**src/rtl/shim_sts_pkg.sv**
```systemverilog
// Shared defaults and status register bit map for the SPI status return path.
package shim_sts_pkg;

  localparam int unsigned N_CH_DEF         = 8;
  localparam int unsigned LVL_W_DEF        = 16;
  localparam int unsigned SYNC_DEPTH_DEF   = 3;
  localparam int unsigned STABLE_COUNT_DEF = 2;

  // Bit positions within the AXI status register.
  localparam int unsigned STS_RUNNING_BIT  = 0;
  localparam int unsigned STS_STOPPED_BIT  = 1;
  localparam int unsigned STS_IRQ_BIT      = 2;
  localparam int unsigned STS_STICKY_LSB   = 8;
  localparam int unsigned STS_LIVE_LSB     = 16;

endpackage

```
**src/rtl/shim_sts_stable_sync.sv**
```systemverilog
// Multi-flop synchronizer followed by a stability filter: the output only
// takes a synchronized value after it has stayed unchanged for STABLE_COUNT
// consecutive cycles, so skewed or transient bits never reach q_o.
module shim_sts_stable_sync #(
  parameter int unsigned WIDTH        = 1,
  parameter int unsigned SYNC_DEPTH   = 3,
  parameter int unsigned STABLE_COUNT = 2
) (
  input  logic             clk_i,
  input  logic             rst_i,
  input  logic [WIDTH-1:0] d_i,
  output logic [WIDTH-1:0] q_o,
  output logic [WIDTH-1:0] q_next_o
);

  localparam int unsigned CntW = $clog2(STABLE_COUNT + 1);
  localparam logic [CntW-1:0] CntMax = CntW'(STABLE_COUNT);

  logic [WIDTH-1:0] sync_q [SYNC_DEPTH];
  logic [WIDTH-1:0] dout;
  logic [WIDTH-1:0] prev_q;
  logic [WIDTH-1:0] out_q, out_d;
  logic [CntW-1:0]  cnt_q, cnt_d;
  logic             change;
  logic             stable;

  assign dout = sync_q[SYNC_DEPTH-1];

  // Synchronizer chain, previous-value register, counter and output register.
  always_ff @(posedge clk_i or posedge rst_i) begin
    if (rst_i) begin
      for (int unsigned i = 0; i < SYNC_DEPTH; i++) begin
        sync_q[i] <= '0;
      end
      prev_q <= '0;
      cnt_q  <= '0;
      out_q  <= '0;
    end else begin
      sync_q[0] <= d_i;
      for (int unsigned i = 1; i < SYNC_DEPTH; i++) begin
        sync_q[i] <= sync_q[i-1];
      end
      prev_q <= dout;
      cnt_q  <= cnt_d;
      out_q  <= out_d;
    end
  end

  // Stability counter; a load is also blocked on the cycle a change is seen,
  // since the saturated count still reflects the old value then.
  always_comb begin
    change = (dout != prev_q);
    cnt_d  = cnt_q;
    if (change) begin
      cnt_d = '0;
    end else if (cnt_q != CntMax) begin
      cnt_d = cnt_q + 1'b1;
    end
    stable = (cnt_q == CntMax) && !change;
    out_d  = stable ? dout : out_q;
  end

  assign q_o      = out_q;
  assign q_next_o = out_d;

endmodule

```
**src/rtl/shim_spi_sts_sync.sv**
```systemverilog
// SPI-domain status return path: filtered running flag, fault flags and
// buffer level, plus W1C sticky faults, level irq and a stopped event pulse.
module shim_spi_sts_sync
  import shim_sts_pkg::*;
#(
  parameter int unsigned N_CH         = N_CH_DEF,
  parameter int unsigned LVL_W        = LVL_W_DEF,
  parameter int unsigned SYNC_DEPTH   = SYNC_DEPTH_DEF,
  parameter int unsigned STABLE_COUNT = STABLE_COUNT_DEF
) (
  input  logic             clk,
  input  logic             rst,
  input  logic             spi_running_in,
  input  logic [N_CH-1:0]  over_thresh_in,
  input  logic [LVL_W-1:0] buf_level_in,
  input  logic             sts_clear,
  input  logic [N_CH-1:0]  sts_clear_mask,
  output logic             spi_running_stable,
  output logic [N_CH-1:0]  over_thresh_stable,
  output logic [LVL_W-1:0] buf_level_stable,
  output logic [N_CH-1:0]  over_thresh_sticky,
  output logic             irq,
  output logic             stopped_pulse
);

  logic             run_next;
  logic [N_CH-1:0]  ot_next;
  logic [LVL_W-1:0] lvl_next;
  logic             unused_next;

  logic [N_CH-1:0]  sticky_q, sticky_d;
  logic             irq_q, irq_d;
  logic             pulse_q, pulse_d;

  shim_sts_stable_sync #(
    .WIDTH        (1),
    .SYNC_DEPTH   (SYNC_DEPTH),
    .STABLE_COUNT (STABLE_COUNT)
  ) u_run_sync (
    .clk_i    (clk),
    .rst_i    (rst),
    .d_i      (spi_running_in),
    .q_o      (spi_running_stable),
    .q_next_o (run_next)
  );

  shim_sts_stable_sync #(
    .WIDTH        (N_CH),
    .SYNC_DEPTH   (SYNC_DEPTH),
    .STABLE_COUNT (STABLE_COUNT)
  ) u_ot_sync (
    .clk_i    (clk),
    .rst_i    (rst),
    .d_i      (over_thresh_in),
    .q_o      (over_thresh_stable),
    .q_next_o (ot_next)
  );

  shim_sts_stable_sync #(
    .WIDTH        (LVL_W),
    .SYNC_DEPTH   (SYNC_DEPTH),
    .STABLE_COUNT (STABLE_COUNT)
  ) u_lvl_sync (
    .clk_i    (clk),
    .rst_i    (rst),
    .d_i      (buf_level_in),
    .q_o      (buf_level_stable),
    .q_next_o (lvl_next)
  );

  // Only the running group needs its next value (for the falling-edge pulse).
  assign unused_next = ^{ot_next, lvl_next};

  // Sticky next-state: set wins over clear; irq and pulse are registered.
  always_comb begin
    sticky_d = (sticky_q & ~({N_CH{sts_clear}} & sts_clear_mask)) | over_thresh_stable;
    irq_d    = |sticky_q;
    pulse_d  = spi_running_stable & ~run_next;
  end

  // Sticky, irq and stopped-pulse registers.
  always_ff @(posedge clk or posedge rst) begin
    if (rst) begin
      sticky_q <= '0;
      irq_q    <= 1'b0;
      pulse_q  <= 1'b0;
    end else begin
      sticky_q <= sticky_d;
      irq_q    <= irq_d;
      pulse_q  <= pulse_d;
    end
  end

  assign over_thresh_sticky = sticky_q;
  assign irq                = irq_q;
  assign stopped_pulse      = pulse_q;

endmodule

```
**config.mk**
```make
export PLATFORM = sky130hd
export DESIGN_NAME = shim_spi_sts_sync
export DESIGN_NICKNAME = d
export VERILOG_FILES = /design/src/rtl/shim_sts_pkg.sv /design/src/rtl/shim_sts_stable_sync.sv /design/src/rtl/shim_spi_sts_sync.sv
export SDC_FILE = /design/constraint.sdc
export NUM_CORES = 1
export LEC_CHECK = 0
export CORE_MARGIN = 2
export CORE_UTILIZATION = 56
export CTS_CLUSTER_SIZE = 28
export DETAILED_ROUTE_END_ITERATION = 8
export PLACE_DENSITY = 0.84
export SLEW_MARGIN = 10
export SYNTH_ARGS = -nofsm -noshare
export SYNTH_HDL_FRONTEND = slang
export SYNTH_SLANG_ARGS = --single-unit
```
**constraint.sdc**
```tcl
create_clock -name clk -period 9.3 [get_ports clk]
set_input_delay 1.86 -clock clk [delete_from_list [all_inputs] [get_ports clk]]
set_output_delay 1.86 -clock clk [all_outputs]
set_load 0.01 [all_outputs]
```
==> results.md <==
* Outcome: completed
* Most common cell after layout, fill and taps aside: dfrtp_1
* Port-buffer cells at 70
* DRT Wirelength at 7.15 mm
* Worst reg2reg startpoint: u_lvl_sync.dout[15]$_DFF_PP0_
* HP Class: register to register
* Layout cells sized above 1 at 16.3%
* Slew @ Worst Pin at roughly 0.95 ns
* Tcrit/Tclk final at around 36%
* Startpoint type of the worst setup path: register
* CTS tree: built
* Average wire per standard cell at ~16 um
* CP bufs+invs at 1
* Register area share after synthesis at 79.9%
* Vias per cell at around 4.9
* Slowest-stage cell, CP: clkdlybuf4s50_1
* Slew HR at between 30 and 40%
* CTS max path bufs at 2
* Inserted Clock Buffers at 17
* Max incr delay on CP at roughly 0.57 ns
* CTS root buf: clkbuf_8
* Max Cap Viol at 0
* Htree depth at 4
* GRT Overall Usage at about 19%
* Crit path arrival time at 1.48 ns
* Tot Pwr at 1.36 mW
* Most frequent cells in the layout: 141 x dfrtp_1, 70 x clkdlybuf4s50_1, 28 x xor2_1, 16 x clkbuf_16, 14 x mux2_2
* Antenna Cells at 0
* Hold Path End: u_lvl_sync.sync_q[31]$_DFF_PP0_
* Hold_ws at 0.342 ns
* Post-cts sizing count at 0
* Final cell count without fillers at ~450
* Worst vdd ir at ~0.14 mV
* Hold path start: u_lvl_sync.sync_q[47]$_DFF_PP0_
* # rows at 32
* First-pass GRT wire length at 12.0 mm
* Vias in the first global route at 2414
* CP delay by family, top: buffers and inverters
* DRC Markers at 0
* Starting DRT DRC Count at 116
* Total clock sinks at 141
* Antenna-violating nets left at 0
* Post-Syn Instances at 250
* Pleak at 2.77 nW
* Final hold violations at 0
* RSZ-0062 raised after global routing: false
* Gr ovfl total at 0
* Crit path launch: u_ot_sync.q_o[6]$_DFFE_PP0P_
* Avg Cell Area, Syn at about 18 um^2
* Final weighted congestion in routability-driven placement at about 0.84
* Final Setup Violations at 0
* Largest net degree at the start of global routing at 77
* Setup tns final at 0 ns
* Die H at between 90 and 100 um
* Cell total after placement at 420
* RR Endpoint: u_lvl_sync.q_o[2]$_DFFE_PP0P_
* Via count at 2203
* Total die area at ~0.0086 mm^2
* Post-CTS setup repair buffer count at 0
* Synth Warn # at 0
* FF+latch count, synth at between 100 and 150
* Fmax at between 200 and 300 MHz
* Syn nets at just under 300
* Post-synthesis to final-layout area growth at 31.4%
* Initial antenna violation count at 0
* Netlist cell types at 19
* Initial Util at 57.4%
* Critical-path maximum fanout at 3
* Nets at between 300 and 400
* Pwr Density at ~230 mW/mm^2
* Min-Delay Path Depth at 0
* Endpoint class of the critical path: output port
* IO Pins at 71
* Synthesized area at about 0.0044 mm^2
* Hold_buf cts at 0
* Util after Layout at 75.5%
* Reg2Reg Depth at 5
* WP data required at 7.44 ns
* Initial DRT Pass Iterations at 4
* Reg clk slew, reported paths at 0.06 ns
* Core area at about 0.0077 mm^2
* Clock skew at 0.00855 ns
* Max-slew violations at 0
* Die Width at around 93 um
* Worst Path Class, Setup: register to output port
* Cell Chain, Critical Path: clkdlybuf4s50_1
* Reg2Reg Setup Slack at about 7 ns
* Clk_lat worst skew at approximately 0.5 ns
* Tmin final at around 3.3 ns
* Placed wire-length estimate at 4.43 mm
## layout make-up
class	instances	area, um^2
flip-flops and latches	141	3530
fillers	440	1890
multi-input cells	101	832
repair buffers	71	708
clock buffers	18	428
clock inverters	13	154
well taps	102	128
inverters	5	23.8
## stage by stage
| step | cell area [um^2] | worst slack [ns] |
|---|---|---|
| 5_1_grt | 5800 | 5.85 |
| 2_1_floorplan | 4410 | 3.66 |
| 3_5_place_dp | 5220 | 5.59 |
| 6_report | 5800 | 5.96 |
| 3_3_place_gp | 5220 | 5.62 |
| 4_1_cts | 5800 | 5.91 |
## per-layer routing
metal,vias to the layer above,GRT usage (%),wire [um]
li1,1001,-,-
met1,1136,23.0,2900
met2,52,30.7,3810
met3,14,6.43,275
met4,0,11.2,163
met5,-,0,0
## sequential cells by signal, summed over array words and instances (netlist names), 2 cells and up
signal,cells
u_lvl_sync.q_o,16
u_lvl_sync.dout,16
u_ot_sync.q_o,8
over_thresh_sticky,8
u_run_sync.sync_q,2
u_run_sync.cnt_q,2
u_ot_sync.prev_q,8
u_ot_sync.sync_q,16
u_lvl_sync.cnt_q,2
u_lvl_sync.sync_q,32
u_ot_sync.cnt_q,2
u_lvl_sync.prev_q,16
u_ot_sync.dout,8
## kinds of logic (layout without fill, tap and decap cells)
family | Yosys count | after routing | synth area share (%)
compound gates | 13 | 13 | 1.93
simple gates | 33 | 33 | 3.54
mux | 24 | 24 | 6.97
flops | 141 | 141 | 79.9
buf+inv | 8 | 107 | 1.22
xor+xnor | 28 | 28 | 5.56
fa+ha+maj | 3 | 3 | 0.850
## how the worst max path moves through the flow
stage | slack, ns | to | cells past startpoint
3_3_place_gp | 5.62 | u_lvl_sync.dout[10]$_DFF_PP0_ | 3
3_5_place_dp | 5.59 | u_lvl_sync.prev_q[5]$_DFF_PP0_ | 3
2_1_floorplan | 3.66 | irq$_DFF_PP0_ | 1
4_1_cts | 5.91 | over_thresh_stable[6] | 1
5_1_grt | 5.85 | u_lvl_sync.sync_q[43]$_DFF_PP0_ | 3
6_report | 5.96 | over_thresh_stable[6] | 1
## report_power, final
| group | internal, mW | switching [mW] | total, mW |
|---|---|---|---|
| registers | 0.641 | 0.0151 | 0.656 |
| clock network | 0.393 | 0.253 | 0.647 |
| logic | 0.0293 | 0.0303 | 0.0596 |
| total | 1.06 | 0.299 | 1.36 |
## cell usage after synthesis
master    count  area (um^2)
a21oi_1       5         25.0
buf_6         1         11.3
dfrtp_1     141         3530
buf_12        1         20.0
nand3_1       1         5.00
inv_1         5         18.8
a21o_1        8         60.1
nand2b_1      1         6.26
or2_1         1         6.26
nand2_1      10         37.5
nor2_1       10         37.5
nor3b_1       1         7.51
mux2_4       10          150
xor2_1       28          245
ha_1          3         37.5
mux2_2       14          158
nor4_1        8         50.1
clkbuf_1      1         3.75
nand4_1       1         6.26
(Power assumes the default switching activity.)
